$ cat src/rtl/traffic_pkg.sv
// Shared types and timing constants for the side-road sensor path and the light controller.
// Latency: n/a (declarations only).
// Backpressure: n/a.
// Contents: request FSM state enum, wait counter width/limit, default timing constants,
// saturating increment helper for the wait counter.
package traffic_pkg;

  typedef enum logic [1:0] {
    IDLE = 2'd0,
    REQ  = 2'd1,
    HOLD = 2'd2
  } req_state_e;

  localparam int                WAIT_W   = 8;
  localparam logic [WAIT_W-1:0] WAIT_MAX = 8'd255;

  // Sensor conditioning defaults
  localparam int TICK_DIV_DEF    = 50_000_000;
  localparam int DEB_CYCLES_DEF  = 8;
  localparam int HOLD_TICKS_DEF  = 3;
  localparam int STUCK_TICKS_DEF = 120;

  // Light controller phase lengths in seconds
  localparam int MAIN_GREEN_S  = 25;
  localparam int MAIN_YELLOW_S = 5;
  localparam int SIDE_GREEN_S  = 16;
  localparam int SIDE_YELLOW_S = 5;

  function automatic logic [WAIT_W-1:0] sat_inc(input logic [WAIT_W-1:0] v);
    return (v == WAIT_MAX) ? v : v + 1'b1;
  endfunction

endpackage

$ cat src/rtl/car_sensor_cond_sync_debounce.sv
// 2-flop synchroniser followed by a consecutive-sample debouncer.
// Latency: raw edge to level change is 2 + DEB_CYCLES clk cycles.
// Backpressure: none, free-running level path.
// Ports: clk, rst_n (async active-low), raw (asynchronous input), level (debounced output).
module sync_debounce #(
  parameter int DEB_CYCLES = 8
) (
  input  logic clk,
  input  logic rst_n,
  input  logic raw,
  output logic level
);

  localparam int            CW       = (DEB_CYCLES > 1) ? $clog2(DEB_CYCLES) : 1;
  localparam logic [CW-1:0] CNT_LAST = CW'(DEB_CYCLES - 1);

  logic          s1_q, s2_q;
  logic          level_q, level_d;
  logic [CW-1:0] cnt_q, cnt_d;

  // cnt tracks how many consecutive synchronised samples disagree with the
  // current level; any agreeing sample restarts the run.
  always_comb begin
    level_d = level_q;
    cnt_d   = '0;
    if (s2_q != level_q) begin
      if (cnt_q == CNT_LAST) begin
        level_d = ~level_q;
      end else begin
        cnt_d = cnt_q + CW'(1);
      end
    end
  end

  always_ff @(posedge clk or negedge rst_n) begin
    if (!rst_n) begin
      s1_q    <= 1'b0;
      s2_q    <= 1'b0;
      level_q <= 1'b0;
      cnt_q   <= '0;
    end else begin
      s1_q    <= raw;
      s2_q    <= s1_q;
      level_q <= level_d;
      cnt_q   <= cnt_d;
    end
  end

  assign level = level_q;

endmodule

$ cat src/rtl/car_sensor_cond.sv
// Turns the raw side-road loop sensor into the registered cs request level plus a waiting-time counter.
// Latency: raw edge to present 2+DEB_CYCLES cycles, present to cs +1 cycle; wait_cnt updates one cycle after tick.
// Backpressure: none; srv_ack is a one-cycle pulse that is always accepted.
// Ports: clk, rst_n (async active-low), sensor_raw, srv_ack in; cs, present, wait_cnt[7:0], tick, sensor_fault out.
// Optional: define CAR_SENSOR_STUCK_DET_EN to enable stuck-sensor detection (STUCK_TICKS); otherwise sensor_fault is 0.
module car_sensor_cond
  import traffic_pkg::*;
#(
  parameter int TICK_DIV   = TICK_DIV_DEF,
  parameter int DEB_CYCLES = DEB_CYCLES_DEF,
  parameter int HOLD_TICKS = HOLD_TICKS_DEF
`ifdef CAR_SENSOR_STUCK_DET_EN
  , parameter int STUCK_TICKS = STUCK_TICKS_DEF
`endif
) (
  input  logic              clk,
  input  logic              rst_n,
  input  logic              sensor_raw,
  input  logic              srv_ack,
  output logic              cs,
  output logic              present,
  output logic [WAIT_W-1:0] wait_cnt,
  output logic              tick,
  output logic              sensor_fault
);

  localparam int            PW        = (TICK_DIV > 1) ? $clog2(TICK_DIV) : 1;
  localparam logic [PW-1:0] PRE_LAST  = PW'(TICK_DIV - 1);
  localparam logic [7:0]    HOLD_LAST = 8'(HOLD_TICKS - 1);

  logic              present_w;
  logic              tick_w;
  logic              force_idle;
  logic [PW-1:0]     pre_q, pre_d;
  req_state_e        state_q;
  logic [7:0]        hold_cnt_q;
  logic              cs_q;
  logic [WAIT_W-1:0] wait_q, wait_d;

  sync_debounce #(.DEB_CYCLES(DEB_CYCLES)) u_sync_debounce (
    .clk   (clk),
    .rst_n (rst_n),
    .raw   (sensor_raw),
    .level (present_w)
  );

  // Free-running 1 s prescaler; tick is the last count of each period.
  assign tick_w = (pre_q == PRE_LAST);
  assign pre_d  = tick_w ? '0 : pre_q + PW'(1);

  always_ff @(posedge clk or negedge rst_n) begin
    if (!rst_n) pre_q <= '0;
    else        pre_q <= pre_d;
  end

`ifdef CAR_SENSOR_STUCK_DET_EN
  localparam int            SW         = $clog2(STUCK_TICKS + 1);
  localparam logic [SW-1:0] STUCK_MAX  = SW'(STUCK_TICKS);
  localparam logic [SW-1:0] STUCK_LAST = SW'(STUCK_TICKS - 1);

  logic [SW-1:0] stuck_q, stuck_d;
  logic          fault_q, fault_d;

  // The counter saturates once the fault is declared, so the fault persists
  // until presence drops rather than re-arming.
  always_comb begin
    stuck_d = stuck_q;
    fault_d = fault_q;
    if (!present_w) begin
      stuck_d = '0;
      fault_d = 1'b0;
    end else if (tick_w && (stuck_q != STUCK_MAX)) begin
      stuck_d = stuck_q + SW'(1);
      if (stuck_q == STUCK_LAST) fault_d = 1'b1;
    end
  end

  always_ff @(posedge clk or negedge rst_n) begin
    if (!rst_n) begin
      stuck_q <= '0;
      fault_q <= 1'b0;
    end else begin
      stuck_q <= stuck_d;
      fault_q <= fault_d;
    end
  end

  // fault_d covers both the declaring cycle and every cycle the fault is held.
  assign force_idle   = fault_d;
  assign sensor_fault = fault_q;
`else
  assign force_idle   = 1'b0;
  assign sensor_fault = 1'b0;
`endif

  // Request FSM; cs is registered alongside the state.
  always_ff @(posedge clk or negedge rst_n) begin
    if (!rst_n) begin
      state_q    <= IDLE;
      hold_cnt_q <= '0;
      cs_q       <= 1'b0;
    end else if (force_idle) begin
      state_q    <= IDLE;
      hold_cnt_q <= '0;
      cs_q       <= 1'b0;
    end else begin
      unique case (state_q)
        IDLE: begin
          if (present_w) begin
            state_q <= REQ;
            cs_q    <= 1'b1;
          end
        end
        // An ack here only clears wait_cnt: the vehicle is still there.
        REQ: begin
          if (!present_w) begin
            state_q    <= HOLD;
            hold_cnt_q <= '0;
          end
        end
        HOLD: begin
          if (srv_ack) begin
            state_q <= IDLE;
            cs_q    <= 1'b0;
          end else if (present_w) begin
            state_q    <= REQ;
            hold_cnt_q <= '0;
          end else if (tick_w) begin
            if (hold_cnt_q == HOLD_LAST) begin
              state_q <= IDLE;
              cs_q    <= 1'b0;
            end else begin
              hold_cnt_q <= hold_cnt_q + 8'd1;
            end
          end
        end
        default: begin
          state_q <= IDLE;
          cs_q    <= 1'b0;
        end
      endcase
    end
  end

  // Clear has priority over a coincident tick.
  always_comb begin
    wait_d = wait_q;
    if ((state_q == IDLE) || srv_ack || force_idle) begin
      wait_d = '0;
    end else if (tick_w && cs_q) begin
      wait_d = sat_inc(wait_q);
    end
  end

  always_ff @(posedge clk or negedge rst_n) begin
    if (!rst_n) wait_q <= '0;
    else        wait_q <= wait_d;
  end

  assign cs       = cs_q;
  assign present  = present_w;
  assign wait_cnt = wait_q;
  assign tick     = tick_w;

endmodule

$ cat config.mk
export PLATFORM = sky130hd
export DESIGN_NAME = car_sensor_cond
export DESIGN_NICKNAME = d
export VERILOG_FILES = /design/src/rtl/traffic_pkg.sv /design/src/rtl/car_sensor_cond_sync_debounce.sv /design/src/rtl/car_sensor_cond.sv
export SDC_FILE = /design/constraint.sdc
export NUM_CORES = 1
export LEC_CHECK = 0
export CORE_MARGIN = 3
export CORE_UTILIZATION = 55
export CTS_BUF_LIST = sky130_fd_sc_hd__clkbuf_8
export CTS_CLUSTER_DIAMETER = 60
export CTS_CLUSTER_SIZE = 25
export DETAILED_ROUTE_END_ITERATION = 12
export PLACE_DENSITY = 0.78
export SLEW_MARGIN = 10
export SYNTH_ARGS = -nofsm -noshare
export SYNTH_HDL_FRONTEND = slang
export SYNTH_HIERARCHICAL = 1
export SYNTH_SLANG_ARGS = --single-unit
$ cat constraint.sdc
create_clock -name clk -period 2.2 [get_ports clk]
set_input_delay 0.33 -clock clk [delete_from_list [all_inputs] [get_ports clk]]
set_output_delay 0.33 -clock clk [all_outputs]
set_load 0.02 [all_outputs]
# After elaboration in Yosys (flattened, before gate mapping)
# Index checks and enable logic that the tools add are counted.
# word_totals
regBits	51
# classes
add_sub_neg	4
eq_ne	18
n_mux	25
bitwise	2
reduce_logical	10
# ops
operator	n
8-bit two-way mux	8
26-bit by 1-bit adder with 26-bit output, second input constant	1
26-bit equality test, second input constant	1
26-bit two-way mux	1
8-bit by 1-bit adder with 8-bit output, second input constant	2
8-bit case mux with 2 select lines	1
2-bit two-way mux	6
5-bit AND reduction	2
3-bit inequality test, second input constant	3
8-bit by 2-bit equality test with 1-bit output, second input constant	1
8-bit equality test, second input constant	1
4-bit by 3-bit inequality test with 1-bit output, second input constant	2
3-bit two-way mux	2
2-bit inequality test, second input constant	3
3-bit by 2-bit inequality test with 1-bit output, second input constant	2
2-bit case mux with 3 select lines	1
1-bit two-way mux	5
2-bit AND reduction	2
4-bit AND reduction	1
2-bit nonzero test	2
3-bit by 1-bit adder with 3-bit output, second input constant	1
3-bit equality test, second input constant	1
1-bit case mux with 3 select lines	1
2-bit by 1-bit equality test with 1-bit output, second input constant	1
other kinds (7)	8

# Longest topological paths before layout
# Gate-level depths: netlist of run 1.
# depth
depth_word	6
depth_mapped	8
depth_no_buf	7

# Hierarchy
# Netlist of run 1, hierarchy kept.
# by_module_without_submodules
module	instances	cells_each	area_per_inst_um2	seq_area_each_um2
car_sensor_cond	1	234	2317.2	1126.1
sync_debounce	1	13	220.2	150.1

# Worst setup path after synthesis of run 1
# No wires, ideal clock.
# synth_timing
path_type	reg-to-reg
startpoint	reg pre_q[7]
endpoint	reg wait_q[5], in the netlist wait_cnt[5]
setup_ps	78
t_arrival_ps	2097
required_time_ps	2122
path_slack_ps	26
path_stages_with_launch	7
synth_period_minus_slack_ps	2174
cell_sequence	dfrtp_1 or4b_4 nor4_4 nand4_2 buf_6 or4_1 a21oi_1
# synth_via
elab_chain_len	4
# synth_lines
item	line	source
from (decl)	car_sensor_cond.sv:34	logic [PW-1:0] pre_q, pre_d;
from (signal assigned)	car_sensor_cond.sv:53	else pre_q <= pre_d;
26-bit equality test	car_sensor_cond.sv:48	assign tick_w = (pre_q == PRE_LAST);
1-bit logical AND	car_sensor_cond.sv:150	end else if (tick_w && cs_q) begin
2-bit nonzero test (no source line)	n/a	
2-bit AND reduction (no source line)	n/a	
to (signal assigned)	car_sensor_cond.sv:157	else wait_q <= wait_d;
to (decl)	car_sensor_cond.sv:38	logic [WAIT_W-1:0] wait_q, wait_d;
# Every way passes these cells.
# A chain may end at the register's enable or synchronous reset.

# Final worst setup path of run 1
# layout_timing
startpoint	reg pre_q[10]
endpoint	reg wait_q[7], in the netlist wait_cnt[7]
# The elaborated chain is that of the path after synthesis.

==> metrics.cfg, run 1 <==
[die]
die-area_um2=5460
die_y_um=73.9
rows=24
die_x_um=73.9
io-pin-count=16
core_area_um2=4410
start_util_pct=57.5

[sta]
setup-violations-final=7
fin_crit_sh_pct=103
hold_viol_final=0
fin_skew_ns=0.00900
max_freq_ghz=0.440
grt_setup_unrepaired=true
tns_ns=-0.279
worst_slack_ns=-0.0712
fin_crit_ns=2.27
slew_viol_final=0
slew-limit-headroom_pct=66.9
worstMarginPinSlew_ns=0.490

[yosys]
synth_top_cells_by_area=dfrtp_1, xor2_1, nand3_1, nor2_1, ha_1
synthFlopType=dfrtp_1
yosysWarnings=6
yosysTopAreaCell=dfrtp_1
synth.most_common_cell=dfrtp_1
yosysTopAreaCellShare_pct=50.3
yosysUniqueCellTypes=46
synth-edff-count=0
avgSynthCellArea_um2=10.3
ys_ff_latch=51
syn-num-nets=257
synth_common_cells=dfrtp_1, nor2_1, nand3_1, xor2_1, nand2_1
synthArstFlopShare_pct=100
synth_area_um2=2540
synth-seq-area-share_pct=50.3
netlist_instances=247

[global_routing]
globalRoute.totalOverflow=0
grt_pass1_wl_um=8590
antenna_found_initial=0
busiest_layer=met2
gr-usage-met3_pct=4.65
grtUsageTotal_pct=20.5
grt_max_degree=32
grt_util_met1_pct=26.1
met2_usage_pct=34.4
grt_pass1_vias=1869

[power_and_ir_drop]
power_mw=2.08
powerDensity_nw_per_um2=651
ir_drop_v=0.000453
p_leak_nw=1.44

[cts]
cts.sinks=51
htree_levels=2
path_clk_slew_ns=0.09
root_buffer=clkbuf_8
cts_tree=built
cts_inserted_buffers=5
clk_latency_ns=0.30
clockBufferDepth=2

[routing]
drt-total-wl_um=5490
drtPass1Iterations=4
drt_iter0_drc=176
ant_nets=0
drc=0
routedWlPerCell_um=15.9
viasPerCell=5.88
num_vias=2035

[cells_and_area]
diodes=0
fillers=311
nets=303
area_growth_syn_to_layout_pct=26.0
drive_above_1_share_pct=24.8
finish.instance_area_um2=3200

[critical_path]
crit_path_start_kind=flip-flop
cpMaxStageDelayCell=or4_4
path_class=flip-flop to flip-flop
cp_slowest_stage_delay_ns=0.57
path_delay_family=simple AND/OR/NAND/NOR gates
cp.required_ns=2.44
crit_fanout=6
end_kind=flip-flop
path_cells=or4_4 -> buf_6 -> nor4_4 -> buf_4 -> nand4_4 -> or4_4 -> a21oi_2
path_common_cell=or4_4
worstPathArrival_ns=2.51
crit_buf_inv=2

[place]
dpl_cell_area_um2=2910
place.port_buffers=14
place.gp.congestion=0.809
dpl.hpwl_um=3440

[run_status]
violations=negative setup slack
outcome=complete, but fails checks

[job]
drv_cap=0

[worst_hold_path]
hold_path.class=flip-flop to flip-flop

[per-stage QoR]
stage / hold WS [ns] / utilization [%] / instances / setup slack, ns
final: 0.360 / 72.4 / 346 / -0.0712
after CTS: 0.366 / 70.3 / 341 / -0.0640
after global routing: 0.377 / 72.4 / 346 / -0.136
after detailed placement: 0.324 / 65.9 / 331 / -0.204
after global placement: 0.323 / 65.9 / 331 / -0.203
after floorplan: 0.0344 / - / 247 / 0.0259
[flip-flops by register name, summed over array words and instances (netlist names)]
name and cells:
pre_q 26, hold_cnt_q 8, wait_cnt 8, u_sync_debounce/cnt_q 3, state_q 2, cs 1, u_sync_debounce/level 1, u_sync_debounce/s1_q 1
u_sync_debounce/s2_q 1
[what timing repair did]
action                                  in CTS  in global routing
hold buffers                                 1                  0
gates resized for setup                     15                 16
setup buffers                                1                  4
endpoints found under the hold margin       17                  0
endpoints found under the setup margin       8                 13
pin swaps                                    5                  3
gates cloned                                 0                  1
[placed cells by master (no fill, tap or decap), drive strengths merged, types with 3 or more instances in the layout]
master	instances
xnor2	8
nor2	24
and4	3
and3	5
nand4	12
inv	6
o21ai	10
o31ai	5
clkbuf	5
nor4	5
or3	4
ha	6
or4	5
nand3	22
a21oi	10
o21a	3
buf	35
dfrtp	51
nand2	14
and2	4
xor2	17
clkdlybuf4s50	12
[routing by layer]
layer  share of wire [%]  vias up
met4                 1.3        0
met2                  52       50
li1                    -      975
met1                  43     1004
met3                 3.4        6
met5                   0        -
[cell type report]
class | instances | area (µm²) | area share (%)
Sequential cell | 51 | 1280 | 39.9
Clock buffer | 5 | 68.8 | 2.15
Tap cell | 52 | 65.1 | 2.04
Clock inverter | 3 | 63.8 | 2.00
Timing Repair Buffer | 48 | 412 | 12.9
Multi-Input combinational cell | 182 | 1290 | 40.4
Inverter | 5 | 18.8 | 0.587
[final timing paths]
path,from,depth (start not counted),endpoint,slack [ns]
min in group asynchronous,rst_n,2,wait_cnt[7],0.52
min,u_sync_debounce/s1_q,0,u_sync_debounce/s2_q,0.36
max reg2reg,pre_q[10],7,wait_cnt[7],-0.07
min reg2reg,u_sync_debounce/s1_q,0,u_sync_debounce/s2_q,0.36
max,pre_q[10],7,wait_cnt[7],-0.07
max in group asynchronous,rst_n,3,pre_q[3],1.14
[worst reg2reg max path, stage by stage (launching register included)]
cell	delay (ns)
dfrtp_1	0.39
or4_4	0.57
buf_6	0.14
nor4_4	0.18
buf_4	0.18
nand4_4	0.11
or4_4	0.51
a21oi_2	0.14
[power breakdown]
| part | switching (mW) | leakage, nW | internal [mW] |
|---|---|---|---|
| Combinational | 0.160 | 0.680 | 0.126 |
| Sequential | 0.0630 | 0.688 | 0.988 |
| Clock | 0.295 | 0.0695 | 0.450 |
| Total | 0.518 | 1.44 | 1.56 |
[cell families after synthesis]
group	share of synthesized area [%]
simple gates	25.9
flops	50.3
compound gates	8.73
xor+xnor	8.63
buf+inv	2.52
fa+ha+maj	2.96
mux	0.838
other cells	0.148
No activity file was read; power rests on OpenSTA's default activity.
==> run 2, diff against run 1 <==
Settings changed: SYNTH_HIERARCHICAL 1 to not set.
==> run 2 against run 1 <==
  * Synthesized cell count increased by 11%
  * The run now ends clean
  * Synthesized area up 5.4%
  * Via count increased by 4.2%
  * Final cell count is 6.9% higher
  * Power rose by 6.3%
  * Critical path type is now flip-flop to output pin
  * Register-to-register slack better by 0.26 ns
  * Worst setup slack improved by 0.15 ns
==> metrics.cfg, run 2 <==
[yosys]
avgSynthCellArea_um2=9.76  ; -5.0%
yosysWarnings=0  ; -6
ys_ff_latch=51  ; unchanged
synth_area_um2=2670  ; +5.4%
synthFlopType=dfrtp_1
synth.most_common_cell=dfrtp_1
yosysUniqueCellTypes=44  ; -4.3%
netlist_instances=274  ; +11%
yosysTopAreaCellShare_pct=47.7  ; -2.6 points
synth_common_cells=dfrtp_1, nor2_1, nand2_1, nand3_1
synth-edff-count=0  ; unchanged
yosysTopAreaCell=dfrtp_1
synth-seq-area-share_pct=47.7  ; -2.6 points
synth_top_cells_by_area=dfrtp_1, ha_1, xnor2_1, nor2_1, nand2_1
syn-num-nets=288  ; +12%
synthArstFlopShare_pct=100  ; unchanged

[critical_path]
cpMaxStageDelayCell=dfrtp_1
cp_slowest_stage_delay_ns=0.40  ; -0.17 ns
reg2reg_depth=7  ; unchanged
worstPathArrival_ns=1.79  ; -0.72 ns
timing.rr.end=hold_cnt_q[5]
endpoint=tick
path_delay_family=simple AND/OR/NAND/NOR gates
worst-path-stages=4  ; -3
crit_path_start_kind=flip-flop
reg2reg_from=pre_q[0]
path_class=flip-flop to output pin
path_cells=nor4b_2 -> and4_1 -> and2_1 -> clkdlybuf4s15_1
cp.required_ns=1.87  ; -0.57 ns
rrSetupSlack_ns=0.19  ; +0.26 ns
cp-startpoint=pre_q[16]
end_kind=output pin
crit_buf_inv=1  ; -1
crit_fanout=2  ; -4

[routing]
viasPerCell=5.73  ; -2.6%
drtPass1Iterations=4  ; unchanged
ant_nets=0  ; unchanged
drt_iter0_drc=105  ; -40%
drt-total-wl_um=5410  ; -1.3%
routedWlPerCell_um=14.6  ; -7.7%
drc=0  ; unchanged
num_vias=2120  ; +4.2%

[worst_hold_path]
hold_path.class=primary input to asynchronous set/reset pin

[global_routing]
antenna_found_initial=0  ; unchanged
grt_max_degree=27  ; -16%
grt_pass1_wl_um=9120  ; +6.2%
met2_usage_pct=32.1  ; -2.2 points
grt_util_met1_pct=28.9  ; +2.8 points
grt_pass1_vias=1990  ; +6.5%
busiest_layer=met2
globalRoute.totalOverflow=0  ; unchanged
gr-usage-met3_pct=4.88  ; +0.23 points
grtUsageTotal_pct=20.8  ; +0.36 points

[cts]
htree_levels=2  ; unchanged
cts_tree=built
hold_buffers=0  ; -1
cts_inserted_buffers=5  ; unchanged
cts.sinks=51  ; unchanged
path_clk_slew_ns=0.10  ; about the same
clockBufferDepth=2  ; unchanged
clk_latency_ns=0.30  ; about the same
cts_setup_buffers=0  ; -1
root_buffer=clkbuf_8

[place]
dpl.hpwl_um=3790  ; +10%
place.gp.congestion=0.814  ; +0.53%
dpl_cell_area_um2=2990  ; +2.8%
dp.cells=362  ; +9.4%
place.port_buffers=14  ; unchanged

[cells_and_area]
drive_above_1_share_pct=11.8  ; -13 points
fillers=367  ; +18%
ff_latch_area_um2=1280  ; unchanged
layout_common_cells=dfrtp_1, nor2_1, nand2_1, buf_4, nand3_1
instances_no_fill=370  ; +6.9%
largest_register=pre_q
multiInputGateArea_um2=1340  ; +3.5%
layout_commonest_cell=dfrtp_1
area_growth_syn_to_layout_pct=16.6
diodes=0  ; unchanged
largest_register_ffs=26  ; unchanged
finish.instance_area_um2=3120  ; -2.5%
nets=318  ; +5.0%

[sta]
worstMarginPinSlew_ns=0.596  ; +0.106 ns
grt_setup_unrepaired=false
slew_viol_final=0  ; unchanged
tns_ns=0  ; +0.279 ns
fin_crit_sh_pct=96.6  ; -6.7 points
slew-limit-headroom_pct=60.3  ; -6.6 points
setup-violations-final=0  ; -7
hold_viol_final=0  ; unchanged
fin_crit_ns=2.12  ; -0.147 ns
max_freq_ghz=0.471  ; +6.9%
fin_skew_ns=0.0122  ; +0.00321 ns

[die]
core_area_um2=4530  ; +2.7%
start_util_pct=59.0  ; +1.5 points
die_y_um=75.7  ; +2.4%
io-pin-count=16  ; unchanged
rows=24  ; unchanged
die_x_um=75.7  ; +2.4%
die-area_um2=5730  ; +4.9%

[power_and_ir_drop]
powerDensity_nw_per_um2=710  ; +9.0%
ir_drop_v=0.000498  ; +10%
power_mw=2.21  ; +6.3%
p_leak_nw=1.39  ; -3.5%

[run_status]
outcome=finished, final reports clean

[job]
drv_cap=0  ; unchanged

==> run 2: worst reg2reg max path, cell delays in order (launching register included) <==
cell	delay [ns]
dfrtp_1	0.38
ha_1	0.17
and2_1	0.15
buf_4	0.13
nand4_1	0.21
or2_1	0.36
o311ai_0	0.41
nand2_1	0.09
==> run 2: final cells by class <==
cell class | instances | area share, %
clock inverter | 2 | 1.12
clock buffer | 6 | 2.65
timing repair buffer | 31 | 8.83
sequential | 51 | 40.9
multi-input combinational | 207 | 42.9
inverter | 8 | 0.963
tap | 65 | 2.61
==> run 2: report_power, final <==
group	switching [mW]	total [mW]	internal, mW
clock network	0.305	0.673	0.368
logic	0.275	0.477	0.201
registers	0.0679	1.06	0.996
total	0.648	2.21	1.57
==> run 2: worst min-delay path by stage <==
stage | startpoint | endpoint | slack (ns) | cells past startpoint
after floorplan | rst_n | cs | 0.03 | 0
after global placement | u_sync_debounce.s1_q | u_sync_debounce.s2_q | 0.33 | 0
after detailed placement | u_sync_debounce.s1_q | u_sync_debounce.s2_q | 0.35 | 0
after CTS | rst_n | wait_cnt[1] | 0.04 | 1
after global routing | rst_n | wait_cnt[1] | 0.05 | 1
final | rst_n | wait_cnt[1] | 0.02 | 1
==> run 2: repair_timing <==
| action | in CTS | in global routing |
|---|---|---|
| gates cloned | 0 | 0 |
| endpoints found under the setup margin | 1 | 1 |
| gates resized for setup | 2 | 2 |
==> run 2: metal layers <==
layer | part of all wire [%] | up-vias | routed length [µm]
met1 | 46 | 1018 | 2470
met2 | 49 | 60 | 2630
met5 | 0 | - | 0
met4 | 0.55 | 0 | 30
li1 | - | 1038 | -
met3 | 5.2 | 4 | 281
==> run 2: cell families after synthesis <==
group | synth area share [%]
simple gates | 25.7
flops | 47.7
compound gates | 8.75
xor+xnor | 7.21
buf+inv | 2.71
fa+ha+maj | 4.68
mux | 3.09
other cells | 0.140
==> run 2: per-stage QoR <==
step / setup slack, ns / hold WS (ns) / util, %
2_1_floorplan: 0.409 / 0.0344 / -
3_3_place_gp: 0.0337 / 0.333 / 65.9
3_5_place_dp: 0.0460 / 0.345 / 65.9
5_1_grt: 0.00160 / 0.0541 / 68.8
4_1_cts: 0.0307 / 0.0446 / 68.6
6_report: 0.0754 / 0.0213 / 68.8
